===== src/rtl/adj_pixel_fetch_pkg.sv =====
// Shared constants for the FAST9 matcher front end: image geometry,
// neighbour offset table and the fetch FSM state type.
package fast9_pkg;

  localparam int IMG_W  = 320;
  localparam int IMG_H  = 240;
  localparam int ADDR_W = 17;

  // Neighbour k order: clockwise from the top-left pixel, ending at the left pixel.
  localparam int NB_DX [8] = '{-1,  0,  1,  1,  1,  0, -1, -1};
  localparam int NB_DY [8] = '{-1, -1, -1,  0,  1,  1,  1,  0};

  typedef enum logic [1:0] {
    IDLE  = 2'd0,
    FETCH = 2'd1,
    DRAIN = 2'd2,
    DONE  = 2'd3
  } state_t;

endpackage


===== src/rtl/adj_pixel_fetch_if.sv =====
// Request/response and frame-buffer read port of the neighbour fetcher.
interface adj_pixel_fetch_if #(parameter int ADDR_W = fast9_pkg::ADDR_W);
  logic              start;
  logic [8:0]        ptX;
  logic [7:0]        ptY;
  logic              busy;
  logic              fbRdEn;
  logic [ADDR_W-1:0] fbAddr;
  logic [7:0]        fbRdData;
  logic [63:0]       adjFBPixel;
  logic              adjValid;

  modport master (
    output start, ptX, ptY, fbRdData,
    input  busy, fbRdEn, fbAddr, adjFBPixel, adjValid
  );

  modport slave (
    input  start, ptX, ptY, fbRdData,
    output busy, fbRdEn, fbAddr, adjFBPixel, adjValid
  );
endinterface


===== src/rtl/adj_pixel_fetch_addr_gen.sv =====
// Combinational neighbour address: offset the point by entry k of the
// offset table, clamp to the image, then linearise row-major.
module fb_addr_gen
  import fast9_pkg::NB_DX, fast9_pkg::NB_DY;
#(
  parameter int IMG_W  = 320,
  parameter int IMG_H  = 240,
  parameter int ADDR_W = 17
) (
  input  logic [8:0]        ptX,
  input  logic [7:0]        ptY,
  input  logic [2:0]        k,
  output logic [ADDR_W-1:0] addr
);

  int nx, ny;

  always_comb begin
    nx = int'({23'd0, ptX}) + NB_DX[k];
    ny = int'({24'd0, ptY}) + NB_DY[k];
    if (nx < 0)      nx = 0;
    if (nx > IMG_W-1) nx = IMG_W - 1;
    if (ny < 0)      ny = 0;
    if (ny > IMG_H-1) ny = IMG_H - 1;
    addr = ADDR_W'(ny * IMG_W + nx);
  end

endmodule


===== src/rtl/adj_pixel_fetch.sv =====
// Reads the 8 neighbours of a feature point from the frame buffer and
// presents them packed as one 64-bit word with a single-cycle valid.
module adj_pixel_fetch #(
  parameter int IMG_W  = fast9_pkg::IMG_W,
  parameter int IMG_H  = fast9_pkg::IMG_H,
  parameter int ADDR_W = fast9_pkg::ADDR_W
) (
  input logic               clk,
  input logic               rst_n,
  adj_pixel_fetch_if.slave  bus
);
  import fast9_pkg::state_t, fast9_pkg::IDLE, fast9_pkg::FETCH,
         fast9_pkg::DRAIN, fast9_pkg::DONE;

  if (IMG_W * IMG_H > 2**ADDR_W) begin : gBadGeom
    $error("adj_pixel_fetch: IMG_W*IMG_H does not fit in ADDR_W bits");
  end

  state_t            state;
  logic [2:0]        kCnt;
  logic [8:0]        ptXL;
  logic [7:0]        ptYL;
  logic [6:0][7:0]   shadow;
  logic              busyR, rdEnR, validR;
  logic [ADDR_W-1:0] addrR;
  logic [63:0]       pixR;

  logic              canAccept;
  logic [8:0]        satX, agX;
  logic [7:0]        satY, agY;
  logic [2:0]        agK;
  logic [ADDR_W-1:0] agAddr;

  assign canAccept = (state == IDLE) || (state == DONE);
  assign satX = (32'(bus.ptX) >= IMG_W) ? 9'(IMG_W - 1) : bus.ptX;
  assign satY = (32'(bus.ptY) >= IMG_H) ? 8'(IMG_H - 1) : bus.ptY;

  // On accept the first address comes straight from the incoming point so
  // fbRdEn can rise in the very next cycle; afterwards from the latched one.
  assign agX = canAccept ? satX : ptXL;
  assign agY = canAccept ? satY : ptYL;
  assign agK = canAccept ? 3'd0 : kCnt + 3'd1;

  fb_addr_gen #(.IMG_W(IMG_W), .IMG_H(IMG_H), .ADDR_W(ADDR_W)) uAddrGen (
    .ptX (agX),
    .ptY (agY),
    .k   (agK),
    .addr(agAddr)
  );

  always_ff @(posedge clk or negedge rst_n) begin
    if (!rst_n) begin
      state  <= IDLE;
      kCnt   <= '0;
      ptXL   <= '0;
      ptYL   <= '0;
      shadow <= '0;
      busyR  <= 1'b0;
      rdEnR  <= 1'b0;
      validR <= 1'b0;
      addrR  <= '0;
      pixR   <= '0;
    end else begin
      case (state)
        IDLE, DONE: begin
          validR <= 1'b0;
          if (bus.start) begin
            ptXL  <= satX;
            ptYL  <= satY;
            kCnt  <= 3'd0;
            rdEnR <= 1'b1;
            addrR <= agAddr;
            busyR <= 1'b1;
            state <= FETCH;
          end else begin
            rdEnR <= 1'b0;
            busyR <= 1'b0;
            state <= IDLE;
          end
        end
        FETCH: begin
          // Data on the bus now belongs to the read issued last cycle.
          if (kCnt != 3'd0) shadow[kCnt - 3'd1] <= bus.fbRdData;
          if (kCnt == 3'd7) begin
            rdEnR <= 1'b0;
            state <= DRAIN;
          end else begin
            kCnt  <= kCnt + 3'd1;
            addrR <= agAddr;
          end
        end
        DRAIN: begin
          pixR   <= {bus.fbRdData, shadow};
          validR <= 1'b1;
          busyR  <= 1'b0;
          state  <= DONE;
        end
        default: state <= IDLE;
      endcase
    end
  end

  assign bus.busy       = busyR;
  assign bus.fbRdEn     = rdEnR;
  assign bus.fbAddr     = addrR;
  assign bus.adjFBPixel = pixR;
  assign bus.adjValid   = validR;

endmodule


===== src/flat_wrapper.sv =====
// flat-port wrapper written by rule: the top's interface ports become plain ports
module adj_pixel_fetch_flat import fast9_pkg::state_t, fast9_pkg::IDLE, fast9_pkg::FETCH,
         fast9_pkg::DRAIN, fast9_pkg::DONE;
#(
  parameter int IMG_W  = fast9_pkg::IMG_W,
  parameter int IMG_H  = fast9_pkg::IMG_H,
  parameter int ADDR_W = fast9_pkg::ADDR_W
)
  (clk, rst_n, bus_start, bus_ptX, bus_ptY, bus_fbRdData, bus_busy, bus_fbRdEn, bus_fbAddr, bus_adjFBPixel, bus_adjValid);
  adj_pixel_fetch_if #(.ADDR_W(ADDR_W)) bus_i ();
  input logic clk;
  input logic rst_n;
  input wire logic [$bits(bus_i.start)-1:0] bus_start;
  input wire logic [$bits(bus_i.ptX)-1:0] bus_ptX;
  input wire logic [$bits(bus_i.ptY)-1:0] bus_ptY;
  input wire logic [$bits(bus_i.fbRdData)-1:0] bus_fbRdData;
  output wire logic [$bits(bus_i.busy)-1:0] bus_busy;
  output wire logic [$bits(bus_i.fbRdEn)-1:0] bus_fbRdEn;
  output wire logic [$bits(bus_i.fbAddr)-1:0] bus_fbAddr;
  output wire logic [$bits(bus_i.adjFBPixel)-1:0] bus_adjFBPixel;
  output wire logic [$bits(bus_i.adjValid)-1:0] bus_adjValid;
  assign bus_i.start = bus_start;
  assign bus_i.ptX = bus_ptX;
  assign bus_i.ptY = bus_ptY;
  assign bus_i.fbRdData = bus_fbRdData;
  assign bus_busy = bus_i.busy;
  assign bus_fbRdEn = bus_i.fbRdEn;
  assign bus_fbAddr = bus_i.fbAddr;
  assign bus_adjFBPixel = bus_i.adjFBPixel;
  assign bus_adjValid = bus_i.adjValid;
  adj_pixel_fetch #(.IMG_W(IMG_W), .IMG_H(IMG_H), .ADDR_W(ADDR_W)) u_core (.clk(clk), .rst_n(rst_n), .bus(bus_i));
endmodule

===== config.mk =====
export PLATFORM = sky130hd
export DESIGN_NAME = adj_pixel_fetch_flat
export DESIGN_NICKNAME = d
export VERILOG_FILES = /design/src/rtl/adj_pixel_fetch_pkg.sv /design/src/rtl/adj_pixel_fetch_if.sv /design/src/rtl/adj_pixel_fetch_addr_gen.sv /design/src/rtl/adj_pixel_fetch.sv /design/src/flat_wrapper.sv
export SDC_FILE = /design/constraint.sdc
export NUM_CORES = 1
export LEC_CHECK = 0
export ABC_AREA = 1
export ABC_CLOCK_PERIOD_IN_PS = 8400
export CAP_MARGIN = 20
export CORE_ASPECT_RATIO = 0.75
export CORE_MARGIN = 2
export CORE_UTILIZATION = 40
export DETAILED_ROUTE_END_ITERATION = 12
export SETUP_SLACK_MARGIN = 0.4
export SYNTH_ARGS = -nofsm -noshare
export SYNTH_HDL_FRONTEND = slang
export SYNTH_SLANG_ARGS = --single-unit

===== constraint.sdc =====
create_clock -name clk -period 8.4 [get_ports clk]
set_input_delay 0.84 -clock clk [delete_from_list [all_inputs] [get_ports clk]]
set_output_delay 0.84 -clock clk [all_outputs]
set_load 0.01 [all_outputs]

==> impl_results.md, run 1 <==
- Crit path capture type: flop
- Routed wire length: 21.4 mm
- Vias in the first global route: a little under 7000
- CP peak stage delay: 700 ps
- Synthesized flop and latch total: 162
- Max-capacitance violation count: 0
- Die area: 22900 um^2
- Syn Inst Count: between 1000 and 1500
- DP Wirelength: 14.8 mm
- DRC violations left: 0
- Core area: 21200 um^2
- CTS tree: built
- Final core occ: 0.504
- Status: completed
- Required time of the critical path: 8760 ps
- Root Buffer: clkbuf_16
- Layout fillers: 2059
- CTS buffer count: 17
- # IOs: 112
- Cell taking the most area after synthesis: dfrtp_1
- Proportion of layout cells with a drive suffix above 1: 0.0585
- Largest net degree at the start of global routing: 94
- Worst-path maximum fanout: 34
- Die H: approximately 130 um
- Initial Util: 0.409
- Number of synthesized flops with an enable pin: 0
- Hold Buf Count CTS: 0
- Final Critical Period: 6830 ps
- Port bufs: 111
- Largest cells by area after synthesis: dfrtp_1, nand2_1, ha_1
- Clock Latency Late Sink: roughly 430 ps
- Worst Path Arrival: 7180 ps
- Fin crit share: 0.813
- Wire per inst: 14.4 um
- Post_cts resized: 0
- Worst-path clk slew: 70 ps
- Initial antenna violation count: 0
- ANT cells: 0
- Area delta synth->final: 23.1%
- RSZ-0062 raised after global routing: no
- Worst-Margin Slew: between 1000 and 1500 ps
- Synthesis warning total: 0
- Placed instance count: between 1000 and 1500
- Clock tree buffer depth: 2
- Final Setup Violations: 0
- Total number of H-tree levels: 4
- Vias: about 7000
- Post-synth top area share: 0.467
- # clock sinks: 162
- CP max stage cell: ha_2
- GRT Overall Usage: 0.193
- Hold WC Path Type: flop to flop
- Async SR Flop Fraction: 1.00
- First-pass GRT wire length: 35.7 mm
- Pins Over Slew Limit: 0
- Worst Setup Slack, final: between 1500 and 2000 ps
- Post-route ant nets: 0
- Final std cells w/o fill: 1485
- Place WS: 1410 ps
- Placer congestion estimate: between 0.9 and 1
- Post-synth top flop: dfrtp_1
- Placement Rows: 46
- Die extent in x: 174 um
- Grt total ovfl: 0
- Top-count cell post-synth: nand2_1
- Post-synthesis sequential area ratio: 0.467
- Avg Vias per Cell: 4.84
- Post-CTS setup buffer count: 0
- Fmax: around 150 MHz
- Synth cell count leaders: nand2_1, dfrtp_1, inv_1
- Type of origin of the critical path: flop
- Post-route setup TNS: 0 ps
- Initial DRC Count: 608
- Critical path class: flop to flop
- Drt pass-1 iters: 5
- Slew HR: 0.295
- Final #Nets: 1278
- Post-Syn Area: 8690 um^2
- Synth cell types: 41
- Skew final: approximately 14 ps
- Final hold vios: 0
- Synthesized area per cell: 8.10 um^2
==> logic make-up (layout without fill, tap and decap cells) <==
kind of cell               Yosys count  count (layout)  synth area share
and+or+nand+nor                    500             500             0.239
AOI/OAI and AO/OA                  182             182             0.115
DFF                                162             162             0.467
buffers and inverters              144             261            0.0645
adders and majority gates           66              66            0.0976
xor gates and xnor gates            17              17            0.0171
other                                1               9          0.000432
==> critical path, delay by kind of cell, from the launching register on <==
family,cells,cell delay (ps)
compound gates,8,2200
flops,1,380
xor+xnor,1,180
buf+inv,5,570
fa+ha+maj,7,2450
simple gates,10,970
==> registers in the layout, indices dropped and copies added (netlist names) <==
signal	count
u_core.shadow	56
u_core.kCnt	3
u_core.bus.adjValid	1
u_core.ptYL	8
u_core.bus.fbRdEn	1
u_core.bus.fbAddr	17
u_core.ptXL	9
u_core.bus.busy	1
u_core.bus.adjFBPixel	64
u_core.state	2
==> routing by layer <==
layer  GRT usage  routed length [um]  part of all wire
met1       0.305               11500              0.54
met2       0.270                8760              0.41
met3      0.0385                 999             0.047
met4      0.0425                 155            0.0072
met5           0                   0                 0
==> cells in the final DEF (no fill, tap or decap), types with 12 or more instances in the layout <==
cell,count
inv_1,111
o21ai_0,96
nand4_1,12
nor2_1,56
ha_1,62
clkbuf_16,17
xor2_1,12
nand2_1,362
a21oi_1,57
nand3_1,34
clkdlybuf4s50_1,110
dfrtp_1,162
==> path summary, 6_finish.rpt <==
check	start	to	slack, ps	cells past startpoint
max reg2reg	u_core.state[0]	u_core.bus.fbAddr[16]	1570	31
max	u_core.state[0]	u_core.bus.fbAddr[16]	1570	31
max in group asynchronous	rst_n	u_core.bus.adjFBPixel[52]	6450	2
min	u_core.shadow[9]	u_core.bus.adjFBPixel[9]	470	2
min in group asynchronous	rst_n	u_core.bus.adjFBPixel[14]	490	1
min reg2reg	u_core.shadow[9]	u_core.bus.adjFBPixel[9]	470	2
==> area by class of cell <==
| class | instances | area (um^2) | area share |
|---|---|---|---|
| Inverter | 113 | 424 | 0.0397 |
| Clock buffer | 18 | 429 | 0.0401 |
| Timing Repair Buffer | 116 | 1150 | 0.108 |
| Sequential cell | 162 | 4050 | 0.379 |
| Tap cell | 288 | 360 | 0.0337 |
| Clock inverter | 14 | 166 | 0.0156 |
| Multi-Input combinational cell | 774 | 4110 | 0.384 |
==> stage by stage <==
| step | hold slack (ps) | area (um^2) |
|---|---|---|
| detailed placement | 457 | 10100 |
| floorplan | 449 | 8720 |
| global placement | 452 | 10100 |
| CTS | 473 | 10700 |
| finish | 466 | 10700 |
| global route | 495 | 10700 |
Power of run 1 is left out: the tool's default activity adds up to more than one toggle a clock period on the data nets, which glitch-free logic cannot reach.
==> run 2: changes to the inputs <==
--- a/config.mk
+++ b/config.mk
@@ -6,7 +6,7 @@
 export NUM_CORES = 1
 export LEC_CHECK = 0
 export ABC_AREA = 1
-export ABC_CLOCK_PERIOD_IN_PS = 8400
+export ABC_CLOCK_PERIOD_IN_PS = 7100
 export CAP_MARGIN = 20
 export CORE_ASPECT_RATIO = 0.75
 export CORE_MARGIN = 2
==> constraint.sdc (replaced) <==
create_clock -name clk -period 7.1 [get_ports clk]
set_input_delay 0.71 -clock clk [delete_from_list [all_inputs] [get_ports clk]]
set_output_delay 0.71 -clock clk [all_outputs]
set_load 0.01 [all_outputs]
==> run 2 against run 1 <==
First-iteration DRC count is 11% lower. Critical endpoint is now u_core.bus.fbAddr[15]. Core utilization is 1.2 points higher. Register-to-register slack worse by 820 ps. Largest cell class unchanged. Highest routed layer unchanged. Critical path depth is 4 higher.
==> impl_results.md, run 2 (synthesis gave the netlist of run 1 again) <==
- Commonest non-fill, non-tap cell in the layout: nand2_1
- Type of origin of the critical path: flop
- Post-route setup TNS: 0 ps
- Final hold vios: 0
- Initial DRC Count: roughly 540
- Storage element area: 4060 um^2
- ANT cells: 0
- Status: completed
- Pins Over Slew Limit: 0
- Worst reg2reg path depth: 35
- Placer congestion estimate: 0.912
- Worst-Margin Slew: 1070 ps
- Critical path class: flop to flop
- # clock sinks: 162
- RR Endpoint: u_core.bus.fbAddr[15]
- Layout fillers: between 2000 and 2500
- Initial Util: 0.409
- CTS buffer count: 17
- Proportion of layout cells with a drive suffix above 1: 0.0887
- Core area: 21200 um^2
- GRT Overall Usage: 0.193
- Max reg flops: 64
- First-pass GRT wire length: 35.5 mm
- Avg Vias per Cell: 4.77
- Worst Path Arrival: 6650 ps
- Die area: 22900 um^2
- Fmax: about 160 MHz
- Fin crit share: 0.894
- Vias in the first global route: a little under 7000
- Drt pass-1 iters: 6
- Total number of H-tree levels: 4
- Vias: 7185
- Root Buffer: clkbuf_16
- Worst r2r src: u_core.kCnt[0]
- Footprint of the multi-input gates: 4230 um^2
- Flop-to-flop setup slack: 750 ps
- CP peak stage delay: 520 ps
- Port bufs: 111
- Clock Latency Late Sink: ~430 ps
- Placement Rows: 46
- Final Setup Violations: 0
- CP max stage cell: a2111oi_4
- Routed wire length: 21.4 mm
- Worst Setup SP: u_core.kCnt[0]
- Worst-path maximum fanout: 7
- Clock tree buffer depth: 2
- Crit path capture type: flop
- Final Critical Period: 6350 ps
- Hold WC Path Type: input pin to asynchronous set/reset pin
- RSZ-0062 raised after global routing: yes
- Largest net degree at the start of global routing: 94
- Grt total ovfl: 0
- Slew HR: 0.282
- Worst-path clk slew: 70 ps
- Most frequent cells in the layout: nand2_1, dfrtp_1, clkdlybuf4s50_1
- Skew final: 18.5 ps
- Required time of the critical path: 7400 ps
- Max-capacitance violation count: 0
- Wire per inst: 14.2 um
- Final #Nets: 1299
- Initial antenna violation count: 0
- # IOs: approximately 110
- DP Wirelength: between 10 and 15 mm
- DRC violations left: 0
- Die H: 132 um
- Die extent in x: 174 um
- CTS tree: built
- Post-route ant nets: 0
- Area delta synth->final: 26.1%
-- run 2: cell count changes in the layout (fill, tap and decap cells not counted), sizes merged --
cell | previous run | this run
inv | 121 | 119
clkinv | 3 | 4
buf | 6 | 27
clkinvlp | 2 | 4
bufinv | 1 | 0
-- run 2: final cells by class --
type                       instances  area share
multi-input combinational        774       0.386
tap                              288      0.0329
sequential                       162       0.370
clock inverter                    14      0.0131
clock buffer                      18      0.0392
timing repair buffer             137       0.120
inverter                         113      0.0391
-- run 2: per-stage QoR --
stage               instance area, um^2  hold WS, ps  std cells  setup slack [ps]  utilization
global route                      11000          416       1506               333        0.516
CTS                               10700          412       1488               484        0.504
finish                            11000          364       1506               752        0.516
global placement                  10100          452       1456               644        0.477
floorplan                          8720          414       1080              1380            -
detailed placement                10100          458       1456               488        0.477
-- run 2: repair_timing --
| action | 4_1_cts | 5_1_grt |
|---|---|---|
| gates resized for setup | 0 | 27 |
| setup endpoints to repair | 0 | 6 |
| hold buffers | 0 | 0 |
| buffers inserted | 0 | 18 |
-- run 2: worst max path at each step --
stage                            end  slack (ps)  cells after the start
2_1_floorplan  u_core.bus.fbAddr[16]        1380                     32
4_1_cts        u_core.bus.fbAddr[16]         480                     31
3_5_place_dp   u_core.bus.fbAddr[16]         490                     35
5_1_grt        u_core.bus.fbAddr[16]         330                     33
3_3_place_gp   u_core.bus.fbAddr[16]         640                     35
6_report       u_core.bus.fbAddr[15]         750                     35
-- run 2: layer usage --
layer,wire length (um),GRT usage
met1,11600,0.298
met2,8790,0.271
met3,855,0.0463
met4,123,0.0378
met5,0,0
-- run 2: critical path: cells and delay by family (launching register included) --
family / cells / cell delay (ps)
adders and majority gates: 7 / 1960
AOI/OAI and AO/OA: 6 / 1070
xor gates and xnor gates: 1 / 150
buffers and inverters: 5 / 600
DFF: 1 / 450
and+or+nand+nor: 16 / 1960
Power of run 2 is left out for the same reason.
==> run 3: changes to the inputs <==
--- a/config.mk
+++ b/config.mk
@@ -6,7 +6,7 @@
 export NUM_CORES = 1
 export LEC_CHECK = 0
 export ABC_AREA = 1
-export ABC_CLOCK_PERIOD_IN_PS = 7100
+export ABC_CLOCK_PERIOD_IN_PS = 5200
 export CAP_MARGIN = 20
 export CORE_ASPECT_RATIO = 0.75
 export CORE_MARGIN = 2
==> constraint.sdc (replaced) <==
create_clock -name clk -period 5.2 [get_ports clk]
set_input_delay 0.52 -clock clk [delete_from_list [all_inputs] [get_ports clk]]
set_output_delay 0.52 -clock clk [all_outputs]
set_load 0.01 [all_outputs]
==> run 3 against run 2 <==
The run now ends with negative setup slack left. Via count up 8.4%. Critical endpoint is now u_core.bus.fbAddr[16]. Clock skew down 4.8 ps. Hold slack worse by 260 ps. Critical path type unchanged. Flip-flop and latch count unchanged. Maximum frequency up 12%. Highest routed layer unchanged. Sequential share of layout area down 4.7 points.
==> impl_results.md, run 3 (synthesis gave the netlist of run 1 again) <==
- Most frequent cells in the layout: nand2_1, dfrtp_1, buf_4
- Worst Setup Slack, final: -478 ps
- Max reg flops: 64
- Clock Latency Late Sink: roughly 430 ps
- CP peak stage delay: ~440 ps
- Slew HR: 0.327
- DP Wirelength: 16.4 mm
- Final hold vios: 0
- RSZ-0062 raised after global routing: yes
- DRC violations left: 0
- Die area: 22900 um^2
- Failing checks: negative setup slack
- Vias: ~7800
- Die extent in x: about 170 um
- Post-route ant nets: 0
- Worst Path Arrival: 6040 ps
- Drt pass-1 iters: 6
- Clock tree buffer depth: 2
- Initial antenna violation count: 0
- Worst-path maximum fanout: 7
- Worst-path clk slew: 80 ps
- Crit path top cell by count: ha_4
- Port bufs: around 110
- Required time of the critical path: roughly 5600 ps
- Final #Nets: 1413
- CP max stage cell: dfrtp_2
- Critical path class: flop to flop
- Core area: 21200 um^2
- Total number of H-tree levels: 4
- Max-capacitance violation count: 0
- Grt total ovfl: 0
- Avg Vias per Cell: roughly 4.8
- Initial Util: 0.409
- Die H: ~130 um
- Worst r2r src: u_core.kCnt[0]
- Type of origin of the critical path: flop
- ANT cells: 0
- Area delta synth->final: 44.6%
- GRT Overall Usage: 0.211
- Pins Over Slew Limit: 0
- Commonest non-fill, non-tap cell in the layout: nand2_1
- Fin crit share: 1.09
- Placement Rows: 46
- Status: finished, violations left
- CTS tree: built
- Final Critical Period: 5680 ps
- First-pass GRT wire length: 39.0 mm
- Initial DRC Count: ~620
- Crit path capture type: flop
- Vias in the first global route: 7534
- Place WS: -810 ps
- Wire per inst: 14.6 um
- Skew final: 13.7 ps
- Hold WC Path Type: input pin to asynchronous set/reset pin
- Largest net degree at the start of global routing: 77
- Root Buffer: clkbuf_16
- Proportion of layout cells with a drive suffix above 1: 0.236
- Worst-Margin Slew: between 1000 and 1500 ps
- # IOs: 112
- Placer congestion estimate: 0.865
- Worst Setup SP: u_core.kCnt[0]
- # clock sinks: 162
- Fmax: roughly 180 MHz
- CTS buffer count: 17
- Routed wire length: ~24 mm
- Worst reg2reg path depth: 35
- Final Setup Violations: 6
run 3: cell count changes in the layout (fill, tap and decap cells not counted), moves of 13 or more:
cell / previous run / this run
ha_1: 56 / 31
o21ai_0: 92 / 79
ha_4: 5 / 27
buf_4: 25 / 128
a21oi_1: 57 / 43
nand2_1: 362 / 349
run 3: layer usage:
metal  vias to the layer above  GRT usage  share of wire
li1                       3946          -              -
met1                      3682      0.316           0.50
met2                       149      0.321           0.45
met3                        11     0.0365          0.041
met4                         0     0.0392         0.0047
met5                         -          0              0
run 3: per-stage QoR:
| stage | std cells | utilization | hold WS, ps | instance area (um^2) | TNS (ps) |
|---|---|---|---|---|---|
| 6_report | 1620 | 0.591 | 107 | 12600 | -2030 |
| 2_1_floorplan | 1080 | - | 224 | 8990 | -717 |
| 5_1_grt | 1620 | 0.591 | 152 | 12600 | -3900 |
| 4_1_cts | 1610 | 0.579 | 119 | 12300 | -1100 |
| 3_5_place_dp | 1565 | 0.528 | 458 | 11200 | -4250 |
| 3_3_place_gp | 1565 | 0.528 | 453 | 11200 | -4050 |
run 3: repair_timing:
item,CTS,global route
hold buffers,0,0
resized for setup,77,40
pin swaps,54,52
endpoints found under the setup margin,10,10
hold endpoints to repair,0,0
buffers inserted,13,10
run 3: area by class of cell:
class | count | area, um^2
clock buffers | 17 | 425
clock inverters | 15 | 201
fillers | 1851 | 8680
inverters | 113 | 437
multi-input cells | 774 | 4850
flip-flops and latches | 162 | 4060
well taps | 288 | 360
repair buffers | 251 | 2230
run 3: worst paths after layout:
kind                                        endpoint  slack, ps
setup / recovery               u_core.bus.fbAddr[16]       -480
hold / removal              u_core.bus.adjFBPixel[8]        110
setup reg to reg               u_core.bus.fbAddr[16]       -480
hold reg to reg            u_core.bus.adjFBPixel[45]        470
max in group asynchronous       u_core.bus.fbAddr[4]       4010
min in group clk           u_core.bus.adjFBPixel[45]        470
run 3: critical path, delay by kind of cell, from the launching register on:
kind | cells | cell delay (ps)
simple gates | 13 | 1400
xor+xnor | 1 | 150
compound gates | 6 | 990
flops | 1 | 440
fa+ha+maj | 8 | 1940
buf+inv | 7 | 680
Power of run 3 is left out for the same reason.
